**config.mk**
```make
export PLATFORM = sky130hd
export DESIGN_NAME = pulse_train_ctrl
export DESIGN_NICKNAME = d
export VERILOG_FILES = /design/src/rtl/pulse_train_ctrl_pkg.sv /design/src/rtl/pulse_train_ctrl_phase_counter.sv /design/src/rtl/pulse_train_ctrl.sv
export SDC_FILE = /design/constraint.sdc
export NUM_CORES = 1
export LEC_CHECK = 0
export CAP_MARGIN = 20
export CORE_UTILIZATION = 50
export DETAILED_ROUTE_END_ITERATION = 8
export GPL_TIMING_DRIVEN = 0
export PLACE_DENSITY = 0.77
export SETUP_SLACK_MARGIN = 0.2
export SKIP_CTS_REPAIR_TIMING = 1
export SLEW_MARGIN = 20
export SYNTH_ARGS = -nofsm -noshare
export SYNTH_HDL_FRONTEND = slang
export SYNTH_SLANG_ARGS = --single-unit
```
**constraint.sdc**
```tcl
create_clock -name clock -period 2.6 [get_ports clock]
set_clock_uncertainty 0.15 [all_clocks]
set_input_delay 0.78 -clock clock [delete_from_list [all_inputs] [get_ports clock]]
set_output_delay 0.78 -clock clock [all_outputs]
set_load 0.005 [all_outputs]
```
**src/rtl/pulse_train_ctrl_pkg.sv**
```systemverilog
// Shared types and defaults for the programmable pulse-train controller.
package pulse_train_ctrl_pkg;

   localparam int unsigned DefaultWidth = 8;

   typedef enum logic [1:0] {
      StIdle = 2'd0,
      StRun  = 2'd1,
      StDone = 2'd2
   } state_e;

endpackage

```
**src/rtl/pulse_train_ctrl_phase_counter.sv**
```systemverilog
// Phase counter for one pulse period: counts 0..term_i, flags the terminal cycle.
module pulse_train_ctrl_phase_counter
   import pulse_train_ctrl_pkg::*;
#(
   parameter int unsigned Width = DefaultWidth
) (
   input  logic             clk_i,
   input  logic             rst_i,
   input  logic             clr_i,
   input  logic             en_i,
   input  logic [Width-1:0] term_i,
   output logic [Width-1:0] phase_o,
   output logic             wrap_o
);

   logic [Width-1:0] phase_q, phase_d;

   assign wrap_o  = (phase_q == term_i);
   assign phase_o = phase_q;

   always_comb begin
      phase_d = phase_q;
      if (clr_i) begin
         phase_d = '0;
      end else if (en_i) begin
         phase_d = wrap_o ? '0 : phase_q + Width'(1);
      end
   end

   always_ff @(posedge clk_i or posedge rst_i) begin
      if (rst_i) begin
         phase_q <= '0;
      end else begin
         phase_q <= phase_d;
      end
   end

endmodule

```
**src/rtl/pulse_train_ctrl.sv**
```systemverilog
// Programmable pulse-train scheduler: latches period/high time/count on start and
// emits a registered waveform for count periods (or until stop when count is 0).
module pulse_train_ctrl
   import pulse_train_ctrl_pkg::*;
#(
   parameter int unsigned WIDTH = DefaultWidth
) (
   input  logic             clock,
   input  logic             reset,
   input  logic             start,
   input  logic             stop,
   input  logic [WIDTH-1:0] period,
   input  logic [WIDTH-1:0] high_time,
   input  logic [WIDTH-1:0] count,
   output logic             pulse,
   output logic             busy,
   output logic             done,
   output logic [WIDTH-1:0] pulses_left
);

   state_e           state_q, state_d;
   logic [WIDTH-1:0] per_q, per_d;
   logic [WIDTH-1:0] high_q, high_d;
   logic [WIDTH-1:0] cnt_q, cnt_d;
   logic [WIDTH-1:0] left_q, left_d;
   logic             pulse_q, pulse_d;

   logic             phase_clr, phase_en, phase_wrap;
   logic [WIDTH-1:0] phase, phase_inc, high_clamp, term;

   assign high_clamp = (high_time > period) ? period : high_time;
   assign phase_inc  = phase + WIDTH'(1);
   assign term       = per_q - WIDTH'(1);

   pulse_train_ctrl_phase_counter #(
      .Width (WIDTH)
   ) u_phase_counter (
      .clk_i   (clock),
      .rst_i   (reset),
      .clr_i   (phase_clr),
      .en_i    (phase_en),
      .term_i  (term),
      .phase_o (phase),
      .wrap_o  (phase_wrap)
   );

   always_comb begin
      state_d   = state_q;
      per_d     = per_q;
      high_d    = high_q;
      cnt_d     = cnt_q;
      left_d    = left_q;
      pulse_d   = pulse_q;
      phase_clr = 1'b0;
      phase_en  = 1'b0;
      unique case (state_q)
         StIdle: begin
            pulse_d   = 1'b0;
            left_d    = '0;
            phase_clr = 1'b1;
            if (start && !stop && (period != '0)) begin
               state_d = StRun;
               per_d   = period;
               high_d  = high_clamp;
               cnt_d   = count;
               left_d  = count;
               pulse_d = (high_clamp != '0);
            end
         end
         StRun: begin
            // stop wins over the wrap/done decision in the same cycle
            if (stop) begin
               state_d   = StIdle;
               pulse_d   = 1'b0;
               left_d    = '0;
               phase_clr = 1'b1;
            end else begin
               phase_en = 1'b1;
               if (phase_wrap) begin
                  if ((cnt_q != '0) && (left_q == WIDTH'(1))) begin
                     state_d = StDone;
                     pulse_d = 1'b0;
                     left_d  = '0;
                  end else begin
                     if (cnt_q != '0) begin
                        left_d = left_q - WIDTH'(1);
                     end
                     pulse_d = (high_q != '0);
                  end
               end else begin
                  pulse_d = (phase_inc < high_q);
               end
            end
         end
         StDone: begin
            state_d = StIdle;
            pulse_d = 1'b0;
            left_d  = '0;
         end
         default: begin
            state_d = StIdle;
            pulse_d = 1'b0;
            left_d  = '0;
         end
      endcase
   end

   always_ff @(posedge clock or posedge reset) begin
      if (reset) begin
         state_q <= StIdle;
         per_q   <= '0;
         high_q  <= '0;
         cnt_q   <= '0;
         left_q  <= '0;
         pulse_q <= 1'b0;
      end else begin
         state_q <= state_d;
         per_q   <= per_d;
         high_q  <= high_d;
         cnt_q   <= cnt_d;
         left_q  <= left_d;
         pulse_q <= pulse_d;
      end
   end

   assign pulse       = pulse_q;
   assign busy        = (state_q == StRun);
   assign done        = (state_q == StDone);
   assign pulses_left = left_q;

endmodule

```
* Word-level counts from Yosys, hierarchy flattened
Cells that the tools add are included.
** Storage, ports and cells
- Register bits :: 43
- Input bits :: 28
- Word-level logic and storage cells :: 57
** Operators by class
- Add/sub/neg operators :: 3
- $lt $le $gt $ge :: 2
- Equality and inequality tests :: 8
- Multiplexer cells :: 24
- Reduce and logical (&&, ||, !) cells :: 13
** Operator list (number)
- $mux W8 :: 9
- $reduce_bool A8 Y1 :: 4
- $pmux W8 S2 :: 1
- $sub A8 B1 Y8 const B :: 2
- $add A8 B1 Y8 const B :: 1
- $eq A8 B1 Y1 const B :: 1
- $eq A8 B8 Y1 :: 1
- $gt A8 B8 Y1 :: 1
- $lt A8 B8 Y1 :: 1
- $mux W2 :: 4
- $mux W1 :: 7
- $ne A3 B2 Y1 const B :: 2
- $ne A4 B2 Y1 const B :: 1
- $pmux W1 S2 :: 2
- $pmux W2 S2 :: 1
- $reduce_and A2 Y1 :: 2
- $logic_and A1 B1 Y1 :: 3
- $reduce_and A3 Y1 :: 1
- $eq A2 B1 Y1 const B :: 1
- $eq A2 B2 Y1 const B :: 1
- $logic_not A2 Y1 :: 1
- $ne A2 B2 Y1 const B :: 1
- $reduce_bool A2 Y1 :: 1
- $logic_not A1 Y1 :: 1

* Logic depth before layout (Yosys ltp)
- Depth in word-level cells :: 6
- Mapped depth :: 10
- Mapped depth without buffers :: 10

* Cells and area by module
A second synthesis with hierarchy kept.
** Unflattened totals
- Cell total of the unflattened synthesis :: 304
- Area total of the unflattened synthesis :: 2852.7 sq um
** By module, submodules not included
- pulse_train_ctrl :: times used 1, cells an instance 253, area each 2311.0 sq um
- pulse_train_ctrl_phase_counter :: times used 1, cells an instance 51, area each 541.8 sq um

* Worst setup path before layout
OpenSTA, ideal clock, no wires.
- Path type :: input -> register
- Start :: input port period[1]
- End :: register pulse_q, in the netlist pulse
- Arrival time :: 2419 ps
- Setup slack :: -95 ps
- Stages on the path :: 8
- Path buffers :: 0
- Cells stage by stage :: inv_1 > ha_1 > nor2b_1 > o21a_1 > o21a_1 > o21a_1 > or3_1 > a221o_1
** On the way
- Word-level cells in the longest chain between the ends :: 5
** RTL lines
- start, declared :: RTL line pulse_train_ctrl.sv:12 : input logic [WIDTH-1:0] period,
- $gt A8 B8 Y1 :: RTL line pulse_train_ctrl.sv:31 : assign high_clamp = (high_time > period) ? period : high_time;
- $mux W8 :: RTL line pulse_train_ctrl.sv:31
- $reduce_bool A8 Y1 :: RTL line pulse_train_ctrl.sv:67 : pulse_d = (high_clamp != '0);
- $mux W1 (*) :: RTL line pulse_train_ctrl.sv:61 : if (start && !stop && (period != '0)) begin
- $pmux W1 S2 (*) :: RTL line pulse_train_ctrl.sv:56 : unique case (state_q)
- net pulse_d :: RTL line pulse_train_ctrl.sv:26 : logic pulse_q, pulse_d;
- end signal, assigned :: RTL line pulse_train_ctrl.sv:122 : pulse_q <= pulse_d;
- end, declared :: RTL line pulse_train_ctrl.sv:26
Mark *: on every way through the listed nets, which the timed path passes. The rest lies on a longest branch.
A chain may end at the register's enable or synchronous reset.

* Worst setup path in the final report
- Start :: register u_phase_counter.phase_q[0], in the netlist u_phase_counter.phase_o[0]
- End :: register pulse_q, in the netlist pulse
** On the way
- Word-level cells in the longest chain between the ends :: 5
** RTL lines
- start, declared :: RTL line pulse_train_ctrl_phase_counter.sv:16 : logic [Width-1:0] phase_q, phase_d;
- start signal, assigned :: RTL line pulse_train_ctrl_phase_counter.sv:34 : phase_q <= phase_d;
- $add A8 B1 Y8 :: RTL line pulse_train_ctrl.sv:32 : assign phase_inc = phase + WIDTH'(1);
- $lt A8 B8 Y1 :: RTL line pulse_train_ctrl.sv:91 : pulse_d = (phase_inc < high_q);
- $mux W1 (*) :: RTL line pulse_train_ctrl.sv:79 : if (phase_wrap) begin
- $mux W1 (*) :: RTL line pulse_train_ctrl.sv:72 : if (stop) begin
- $pmux W1 S2 (*) :: RTL line pulse_train_ctrl.sv:56
- net pulse_d :: RTL line pulse_train_ctrl.sv:26
Marks and branches as above.

==> flow_summary.toml <==
[pwr]
pwr-share-clk = 0.237
p_sw_mw = 0.680
p_leak_nw = 1.79
pwr_density_cell_mw_per_mm2 = 524
peakVddDrop_mv = 0.403
power_mw = 2.03
p_sw_frac = 0.335
power_frac_comb = 0.333
p_seq_frac = 0.431
p_int_mw = 1.35

[setup_path]
cp-start-kind = "register"
cp_max_fo = 4
cp.arrival_ps = 2750
required_ps = 2690
critical_path_class = "register to register"
cp-end-kind = "register"

[route]
routed_wl_mm = 7.71
route.detailed.drc = 0
drt_iter0_markers = 148
ant_nets = 0
wl_per_cell_um = 17.6
viasPerCell = 5.93
via_count = 2602
dr.pass1.iters = 5

[synth]
synth-edff-count = 0
synth_area_leaders = "dfrtp_1 39%, ha_1 8.6%, mux2_2 4.1%"
netlist_area_mm2 = 0.00277
yosysSeqAreaShare = 0.388
async_reset_ff_frac = 1.00
synthFlopType = "dfrtp_1"
syn_inst = 296
synth_nets = 343
yosysUniqueCellTypes = 56
ys_warn_count = 0
synth_top_area_cell = "dfrtp_1"
avgSynthCellArea_um2 = 9.37
synth_top_area_frac = 0.388
ys_ff_latch = 43

[cells_and_area]
syn2layout_area_growth_pct = 39.8
drive_gt1_frac = 0.295
nets = 415
nFillCells = 358
finalNonFillerCells = 439
layout_common_cells = "38 x dfrtp_1, 24 x buf_4, 22 x inv_1, 22 x clkdlybuf4s50_1, 18 x nand2_1"
stdcell_area_mm2 = 0.00388
final_common_cell = "dfrtp_1"
diodes = 0
fin_util = 0.741

[floorplanning]
dieArea_mm2 = 0.00585
die_w_um = 76.5
ios = 39
start_util = 0.530
die_h_um = 76.5
rows = 26
coreArea_mm2 = 0.00524

[global_route]
grt_first_pass_wirelength_mm = 11.2
grt_start_max_net_pins = 36
grt_antenna_before_repair = 0
overflow = 0
first_global_vias = 2279
grtUsageTotal = 0.243

[clocking]
cts_sinks = 43
clk_path_buf_depth = 2
clk_pin_slew_ps = 90
numCtsBuffers = 5
ctsRootBufferMaster = "clkbuf_8"
cts_max_level = 2
tritoncts = "done"
insertion_delay_ps = 300

[placed_design]
portBuffers = 38
globalplace.congestion = 0.865
dp_cells = 405
placed_cell_area_mm2 = 0.00332
place_hpwl_mm = 5.01
place_ws_ps = -776

[sta]
fmax_ghz = 0.376
tns_ps = -56.2
holdWs_ps = 363
post-route-min-period_ps = 2660
drv_slew = 0
slew_headroom = 0.589
finalWorstSetupSlack_ps = -56.2
hold_violations = 0
worst_pin_slew_ps = 611
finalCritPeriodShare = 1.02
setup_viol = 1
rsz0062_at_grt = "yes"

[status]
violations = "negative setup slack"
outcome = "finished with violations"

[min_path]
hold_path_class = "register to register"

[job]
maxCapViolations = 0
power groups by stage:
stage | combinational [mW] | sequential (mW) | clock, mW
final | 0.677 | 0.876 | 0.481
after CTS | 0.566 | 0.867 | 0.489
after floorplan | 0.385 | 0.855 | 0
after global routing | 0.745 | 0.891 | 0.512
after detailed placement | 0.562 | 0.880 | 0
after global placement | 0.540 | 0.875 | 0
cell families (layout without fill, tap and decap cells):
kind of cell,count (synthesis),count (layout),share of synthesized area
AND/OR/NAND/NOR,93,93,0.179
AO/OA/AOI/OAI,79,79,0.204
flip-flops,43,43,0.388
buffers and inverters,37,110,0.0528
adder cells (fa/ha/maj),19,19,0.0857
XOR/XNOR,14,14,0.0442
multiplexers,11,11,0.0460
cells in the mapped netlist, drive strengths merged (4+ instances only):
cell and number:
nor4 10, nor2 22, nand4 4, a22o 7
a21o 4, dfrtp 43, xnor2 8, clkbuf 8
xor2 6, o21ai 20, nand2 19, ha 19
a22oi 4, mux2 11, a21oi 6, inv 26
o21a 5, nand3 12, a31oi 11
critical path, cell delays in order (launching register included):
cell	delay, ps
dfrtp_2	410
and3_1	170
nand3_1	160
nor2_2	160
xor2_1	230
ha_1	280
and3_1	210
a211oi_1	280
o21ai_1	100
a311oi_1	260
a221o_1	180
cell type report:
cell class	instances	area, µm²	area share
Buffer	10	68.8	0.0177
Inverter	26	103	0.0265
Clock inverter	1	7.51	0.00194
Timing Repair Buffer	66	631	0.163
Clock buffer	7	96.3	0.0248
Tap cell	70	87.6	0.0226
Multi-Input combinational cell	216	1800	0.465
Sequential cell	43	1080	0.279
final timing paths:
| path | cells after the start | slack, ps | endpoint | from |
|---|---|---|---|---|
| max | 10 | -60 | pulse$_DFF_PP0_ | u_phase_counter.phase_o[0]$_DFFE_PP0P_ |
| min | 1 | 360 | cnt_q[4]$_DFFE_PP0P_ | cnt_q[4]$_DFFE_PP0P_ |
| max reg2reg | 10 | -60 | pulse$_DFF_PP0_ | u_phase_counter.phase_o[0]$_DFFE_PP0P_ |
| min reg2reg | 1 | 360 | cnt_q[4]$_DFFE_PP0P_ | cnt_q[4]$_DFFE_PP0P_ |
| max in group asynchronous | 3 | 1270 | per_q[2]$_DFFE_PP0P_ | reset |
| min in group asynchronous | 2 | 550 | pulses_left[1]$_DFFE_PP0P_ | reset |
per-layer routing:
metal,global-route usage,vias up,wire (µm)
met2,0.376,96,3700
met5,0,-,0
li1,-,1217,-
met1,0.346,1279,3490
met4,0.0808,0,76
met3,0.0371,10,444
state kept, by name, summed over array words and instances, names as in the netlist:
name / cells
high_q: 8
u_phase_counter.phase_o: 8
state_q: 2
pulses_left: 8
cnt_q: 8
per_q: 8
pulse: 1
Power figures use the tool's default switching activity.
